<file path="src/rtl/uart_tx_arbiter_pkg.sv">
// Shared types and constants for the UART TX arbiter and its requesters.
package uart_tx_arbiter_pkg;

   typedef enum logic {
      ARB_IDLE   = 1'b0,
      ARB_LOCKED = 1'b1
   } arb_state_e;

   localparam logic [7:0] EOL_CHAR = 8'h0A;

endpackage

</file>
<file path="src/rtl/uart_tx_arbiter_rr_pick.sv">
// rr_pick: combinational round-robin picker, searches last+1, last+2, ...
// wrapping at N_REQ-1 -> 0. Returns whether any request is up and its index.
module rr_pick
   import uart_tx_arbiter_pkg::*;
#(
   parameter  int N_REQ = 4,
   localparam int IDX_W = $clog2(N_REQ)
) (
   input  logic [N_REQ-1:0] i_req,
   input  logic [IDX_W-1:0] i_last,
   output logic             o_any,
   output logic [IDX_W-1:0] o_idx
);

   int w_j;

   // Walk farthest-first so the closest hit after i_last wins.
   always_comb begin
      o_any = 1'b0;
      o_idx = '0;
      w_j   = 0;
      for (int k = N_REQ; k >= 1; k--) begin
         w_j = (int'(i_last) + k) % N_REQ;
         if (i_req[IDX_W'(w_j)]) begin
            o_any = 1'b1;
            o_idx = IDX_W'(w_j);
         end
      end
   end

endmodule

</file>
<file path="src/rtl/uart_tx_arbiter.sv">
// uart_tx_arbiter: message-granular round-robin share of one buffered UART TX.
// Define UART_ARB_TIMEOUT_EN to release a lock after TIMEOUT idle owner cycles.
module uart_tx_arbiter
   import uart_tx_arbiter_pkg::*;
#(
   parameter  int N_REQ   = 4,
   parameter  int TIMEOUT = 1024,
   localparam int IDX_W   = $clog2(N_REQ)
) (
   input  logic               clk,
   input  logic               rst_n,
   input  logic [N_REQ-1:0]   req,
   input  logic [8*N_REQ-1:0] req_data,
   input  logic [N_REQ-1:0]   req_last,
   output logic [N_REQ-1:0]   ack,
   input  logic               tx_ready,
   output logic [7:0]         tx_din,
   output logic               tx_wen,
   output logic               busy,
   output logic [IDX_W-1:0]   owner
);

   if (N_REQ < 2 || N_REQ > 8) begin : g_bad_n
      $error("uart_tx_arbiter: N_REQ must be 2..8");
   end
   if (TIMEOUT < 1) begin : g_bad_to
      $error("uart_tx_arbiter: TIMEOUT must be >= 1");
   end

   arb_state_e       r_state;
   arb_state_e       w_state_nx;
   logic [IDX_W-1:0] r_owner;
   logic [IDX_W-1:0] w_owner_nx;
   logic             r_busy;
   logic             w_busy_nx;
   logic             w_any;
   logic [IDX_W-1:0] w_pick;
   logic             w_xfer;
   logic             w_expire;

   rr_pick #(
      .N_REQ (N_REQ)
   ) u_pick (
      .i_req  (req),
      .i_last (r_owner),
      .o_any  (w_any),
      .o_idx  (w_pick)
   );

   assign w_xfer = (r_state == ARB_LOCKED) & req[r_owner] & tx_ready;

`ifdef UART_ARB_TIMEOUT_EN
   localparam int CNT_W = $clog2(TIMEOUT + 1);

   logic [CNT_W-1:0] r_cnt;
   logic [CNT_W-1:0] w_cnt_nx;

   // Backpressure with a pending byte is not idleness; only a silent owner counts.
   always_comb begin
      w_cnt_nx = r_cnt;
      if (r_state == ARB_IDLE || w_xfer) begin
         w_cnt_nx = '0;
      end else if (!req[r_owner]) begin
         w_cnt_nx = r_cnt + 1'b1;
      end
   end

   assign w_expire = (r_state == ARB_LOCKED) && !req[r_owner] &&
                     (r_cnt == CNT_W'(TIMEOUT - 1));

   always_ff @(posedge clk or negedge rst_n) begin
      if (!rst_n) begin
         r_cnt <= '0;
      end else begin
         r_cnt <= w_cnt_nx;
      end
   end
`else
   assign w_expire = 1'b0;
`endif

   always_ff @(posedge clk or negedge rst_n) begin
      if (!rst_n) begin
         r_state <= ARB_IDLE;
         r_owner <= IDX_W'(N_REQ - 1);
         r_busy  <= 1'b0;
      end else begin
         r_state <= w_state_nx;
         r_owner <= w_owner_nx;
         r_busy  <= w_busy_nx;
      end
   end

   always_comb begin
      w_state_nx = r_state;
      w_owner_nx = r_owner;
      w_busy_nx  = r_busy;
      unique case (r_state)
         ARB_IDLE: begin
            if (w_any) begin
               w_state_nx = ARB_LOCKED;
               w_owner_nx = w_pick;
               w_busy_nx  = 1'b1;
            end
         end
         ARB_LOCKED: begin
            if ((w_xfer && req_last[r_owner]) || w_expire) begin
               w_state_nx = ARB_IDLE;
               w_busy_nx  = 1'b0;
            end
         end
         default: begin
            w_state_nx = ARB_IDLE;
            w_busy_nx  = 1'b0;
         end
      endcase
   end

   always_comb begin
      tx_wen = w_xfer;
      ack    = '0;
      tx_din = 8'h00;
      if (w_xfer) begin
         ack    = N_REQ'(1) << r_owner;
         tx_din = req_data[{r_owner, 3'b000} +: 8];
      end
   end

   assign busy  = r_busy;
   assign owner = r_owner;

endmodule

</file>
<file path="config.mk">
export PLATFORM = sky130hd
export DESIGN_NAME = uart_tx_arbiter
export DESIGN_NICKNAME = d
export VERILOG_FILES = /design/src/rtl/uart_tx_arbiter_pkg.sv /design/src/rtl/uart_tx_arbiter_rr_pick.sv /design/src/rtl/uart_tx_arbiter.sv
export SDC_FILE = /design/constraint.sdc
export NUM_CORES = 1
export LEC_CHECK = 0
export ABC_AREA = 1
export CAP_MARGIN = 40
export CORE_UTILIZATION = 38
export CTS_BUF_LIST = sky130_fd_sc_hd__clkbuf_4 sky130_fd_sc_hd__clkbuf_8 sky130_fd_sc_hd__clkbuf_16
export DETAILED_ROUTE_END_ITERATION = 6
export GPL_TIMING_DRIVEN = 1
export PLACE_DENSITY_LB_ADDON = 0.15
export SKIP_LAST_GASP = 1
export SYNTH_ARGS = -nofsm -noshare
export SYNTH_HDL_FRONTEND = slang
export SYNTH_HIERARCHICAL = 1
export SYNTH_SLANG_ARGS = --single-unit
</file>
<file path="constraint.sdc">
create_clock -name clk -period 2.2 [get_ports clk]
set_input_delay 0.33 -clock clk [delete_from_list [all_inputs] [get_ports clk]]
set_output_delay 0.33 -clock clk [all_outputs]
set_load 0.01 [all_outputs]
</file>
# After elaboration in Yosys (flattened, before gate mapping)
# Index checks and enable logic that the tools add are counted.
# totals
input_bits,43
latch_bits,0
rom_bits,0
reg_bits,4
word_cells,54
ramBits,0
n_memories,0
# classes
n_bitwise,3
magnitude_cmp,5
add_sub_neg,4
n_mul,0
n_eq_ne,2
n_div,0
mux,32
reduce_logical,3
shift,2
# ops
op,n
$shiftx A32 B6 Y8,1
$mux W1,18
$lt A2 B4 Y1 const B,4
$bmux W1 S2,6
$mux W2,4
$mux W8,1
$add A2 B1 Y2 const B,2
$add A2 B2 Y2 const B,2
$mux W4,1
$ne A2 B1 Y1 const B,2
$pmux W1 S2,2
$reduce_and A2 Y1,2
$shl A1 B2 Y4 const A,1
$lt A2 B3 Y1 const B,1
$and A1 B1 Y1,2
$logic_and A1 B1 Y1,1
$not A1 Y1,1

# Longest topological paths before layout
# logic_depth
depth_word,10
depth_mapped,12
mapped_depth_nobuf,11

# Cells and area by module
# Netlist, hierarchy kept.
# modules_own_cells
mod,n_inst,cells_per_inst,seq_area_each_um2,area_per_inst_um2
uart_tx_arbiter,1,106,102.6,628.1
rr_pick,1,51,0.0,246.5

# Least setup slack after synthesis
# Ideal clock, no wire load.
# synth_path
path_type,register -> output
start,reg r_owner[0] (netlist: owner[0])
end,out tx_din[4]
path_stages_with_launch,9
t_required_ns,1.870
path_slack_ns,0.538
path_buffers,2
arrival_ns,1.332
path_cell_list,dfstp_2 -> buf_6 -> nand2_1 -> nand2_1 -> nand2_1 -> nand2_2 -> nand2_2 -> buf_6 -> nor2_1
# synth_between
elab_chain_cells,5
elab_cells_between_ends,6
cone_classes,1 x shift; 3 x mux; 2 x bitwise
# synth_lines
item,line,rtl
start: declaration,uart_tx_arbiter.sv:32,logic [IDX_W-1:0] r_owner;
start signal: assignment,uart_tx_arbiter.sv:85,r_owner <= IDX_W'(N_REQ - 1);
start signal: assignment,uart_tx_arbiter.sv:89,r_owner <= w_owner_nx;
"parallel branches: the longest is 4 deep, another holds $shiftx A32 B6 Y8",-,
$mux W8 (*),uart_tx_arbiter.sv:123,if (w_xfer) begin
end: declaration,uart_tx_arbiter.sv:17,"output logic [7:0] tx_din,"
# Every way passes the cells marked *. The select of a mux whose other input is x is not followed.

# Final worst setup path
# layout_path
start,reg r_owner[0] (netlist: owner[0])
end,out ack[3]
# layout_between
elab_chain_cells,5
elab_cells_between_ends,6
cone_classes,1 x shift; 3 x mux; 2 x bitwise
# layout_lines
item,line,rtl
$bmux W1 S2,uart_tx_arbiter.sv:50,assign w_xfer = (r_state == ARB_LOCKED) & req[r_owner] & tx_ready;
$mux W1 (not written as such),uart_tx_arbiter.sv:50,
$and A1 B1 Y1 (2 in series),uart_tx_arbiter.sv:50,
$mux W4 (*),uart_tx_arbiter.sv:123,
end: declaration,uart_tx_arbiter.sv:15,"output logic [N_REQ-1:0] ack,"
# Every way passes the cells marked *; elsewhere a longest branch is shown, timed or not. The select of a mux whose other input is x is not followed.

==> reports/metrics.cfg <==
[timing]
drv_slew = 0
clock_skew_ps = 2.80
slew_headroom = 0.766
period_minus_slack_ps = 2130
fin_crit_sh = 0.966
layout_setup_ws_ps = 74.6
setup_viol = 0
fmax_mhz = 470
hold_viol = 0
tightest_slew_ps = 350
finalSetupTns_ps = 0

[floorplan]
fp.dieW_um = 50.0
pin_count = 59
die_h_um = 50.0
core_area_um2 = 2190
die_area_um2 = 2500
num_rows = 17
start_util = 0.399

[routing]
drc = 0
drt_wl_total_um = 2990
wl_per_cell_um = 11.8
vias = 1216
viasPerCell = 4.83
first_pass_iters = 4
drt-initial-drc-count = 40
antenna_left = 0

[pwr]
power.density_nw_per_um2 = 1120
peakVddDrop_mv = 1.02
p_leak_uw = 0.000893

[grt]
gr-total-overflow = 0
grt_pass1_wl_um = 4440
antenna_found_initial = 0
grt_pass1_vias = 1099
grt_usage = 0.226
grt_max_degree = 19

[clocking]
cts_htree_levels = 1
cts_tree = yes
cts_buffers = 3
path_clk_slew_ps = 40
numClockSinks = 4
cts.path.max_buffers = 2
clkLatencyLatePin_ps = 230
cts_hold_buf = 0
cts-root-buf = clkbuf_4

[critical_path]
startpoint_type = flop
crit_path_end_kind = output port
cp.required_ps = 1870
cp_max_fo = 10
cp.arrival_ps = 1800
crit_type = reg -> out

[hold_path]
min_path_type = in -> async

[finish]
multi_input_area_um2 = 671
areaGrowthSynthToFinish_pct = 85.3
n_antenna_cell = 0
final-seq-area_um2 = 103
drive_gt1_frac = 0.210
num-nets-final = 269
num-fill-cells = 184

[placed_design]
dp_hpwl_um = 2190
gp_congestion = 0.777
place_ws_ps = -189
port_buffers = 58

[outcome]
outcome = finished clean

[synth]
synth_edf_count = 0
synth_flop_cell = dfstp_2
synth.area.top_cells = nand2_1, nand3_1, nand2_2
ys_top_cells_by_count = nand2_1, nand3_1, inv_1, nand2_2, nor2_1
avgSynthCellArea_um2 = 5.57
ys_async_sr_fraction = 1.00
synth.net_count = 200
yosys.area.top_type = nand2_1
yosys_warnings = 6
ys_ff_latch = 4
yosysMostFrequentCell = nand2_1
synth_area_um2 = 875
syn_inst = 157
yosys.area.top_type_share = 0.249
synth_cell_type_count = 24
ys_seq_area_frac = 0.117

[flow_run]
drv_cap = 0

## cell usage in the layout (no fill, tap or decap), types with 2 or more instances in the layout
cell,instances
nand3_1,22
inv_2,3
nand2_2,9
dfrtp_1,2
nor3_1,2
nor2_1,10
and3_1,2
nor2_2,4
clkdlybuf4s50_1,45
inv_1,12
a21oi_2,4
buf_4,8
a21oi_1,8
nand2_8,2
dfstp_2,2
dlygate4sd2_1,7
nand2_1,58
clkbuf_4,3
dlymetal6s2s_1,6
buf_12,2
## flip-flops by register name, indices dropped and copies added (netlist names)
name	cells
owner	2
busy	1
r_state	1
## final cells by class
class,count,area share
Clock buffer,3,0.0139
Sequential cell,4,0.0633
Tap cell,28,0.0216
Multi-Input combinational cell,130,0.414
Inverter,17,0.0471
Timing Repair Buffer,70,0.440
## report_power, final
group	internal [uW]	leakage (uW)	total, uW	switching, uW
Clock	61.1	0.0000138	91.8	30.7
Combinational	675	0.000838	1540	870
Sequential	124	0.0000415	182	57.7
Total	860	0.000893	1820	958
## stage by stage
step,cell area (um2),total power [uW],hold slack [ps],utilization,instances
CTS,1550,1700,295,0.706,248
floorplan,875,1160,34.4,-,157
detailed placement,1490,1540,484,0.681,244
global placement,1490,1510,463,0.681,244
finish,1620,1820,298,0.740,252
global route,1620,1980,306,0.740,252
## critical path, cell delays in order (launching register included)
cell and delay (ps):
dfstp_2 630, buf_12 140, inv_8 40, nand2_1 60
nand2_1 60, nand2_1 100, nand2_4 110, nand2_8 100
nor3_1 50, dlygate4sd2_1 280
## kinds of logic (layout without fill, tap and decap cells)
kind of cell	count (synthesis)	count (layout)	share of synthesized area
buf+inv	24	90	0.169
compound gates	15	15	0.110
simple gates	114	115	0.604
flops	4	4	0.117
## worst paths after layout
kind	startpoint	end	slack, ps	cells past startpoint
max in group asynchronous	rst_n	owner[0]	1660	1
worst min-delay path	rst_n	r_state	300	1
worst max register to register	owner[0]	owner[0]	380	10
min in group clk	busy	busy	490	2
worst min register to register	busy	busy	490	2
worst max-delay path	owner[0]	ack[3]	70	9
## timing repair
item / in CTS / in global routing
setup buffers: 0 / 4
gates cloned: 1 / 0
endpoints found under the setup margin: 13 / 10
resized for setup: 13 / 12
## layer usage
layer / global-route usage / share of wire
met1: 0.265 / 0.44
met4: 0.0714 / 0.0064
met5: 0 / 0
met2: 0.412 / 0.51
met3: 0.0340 / 0.043
(Power assumes the default switching activity.)
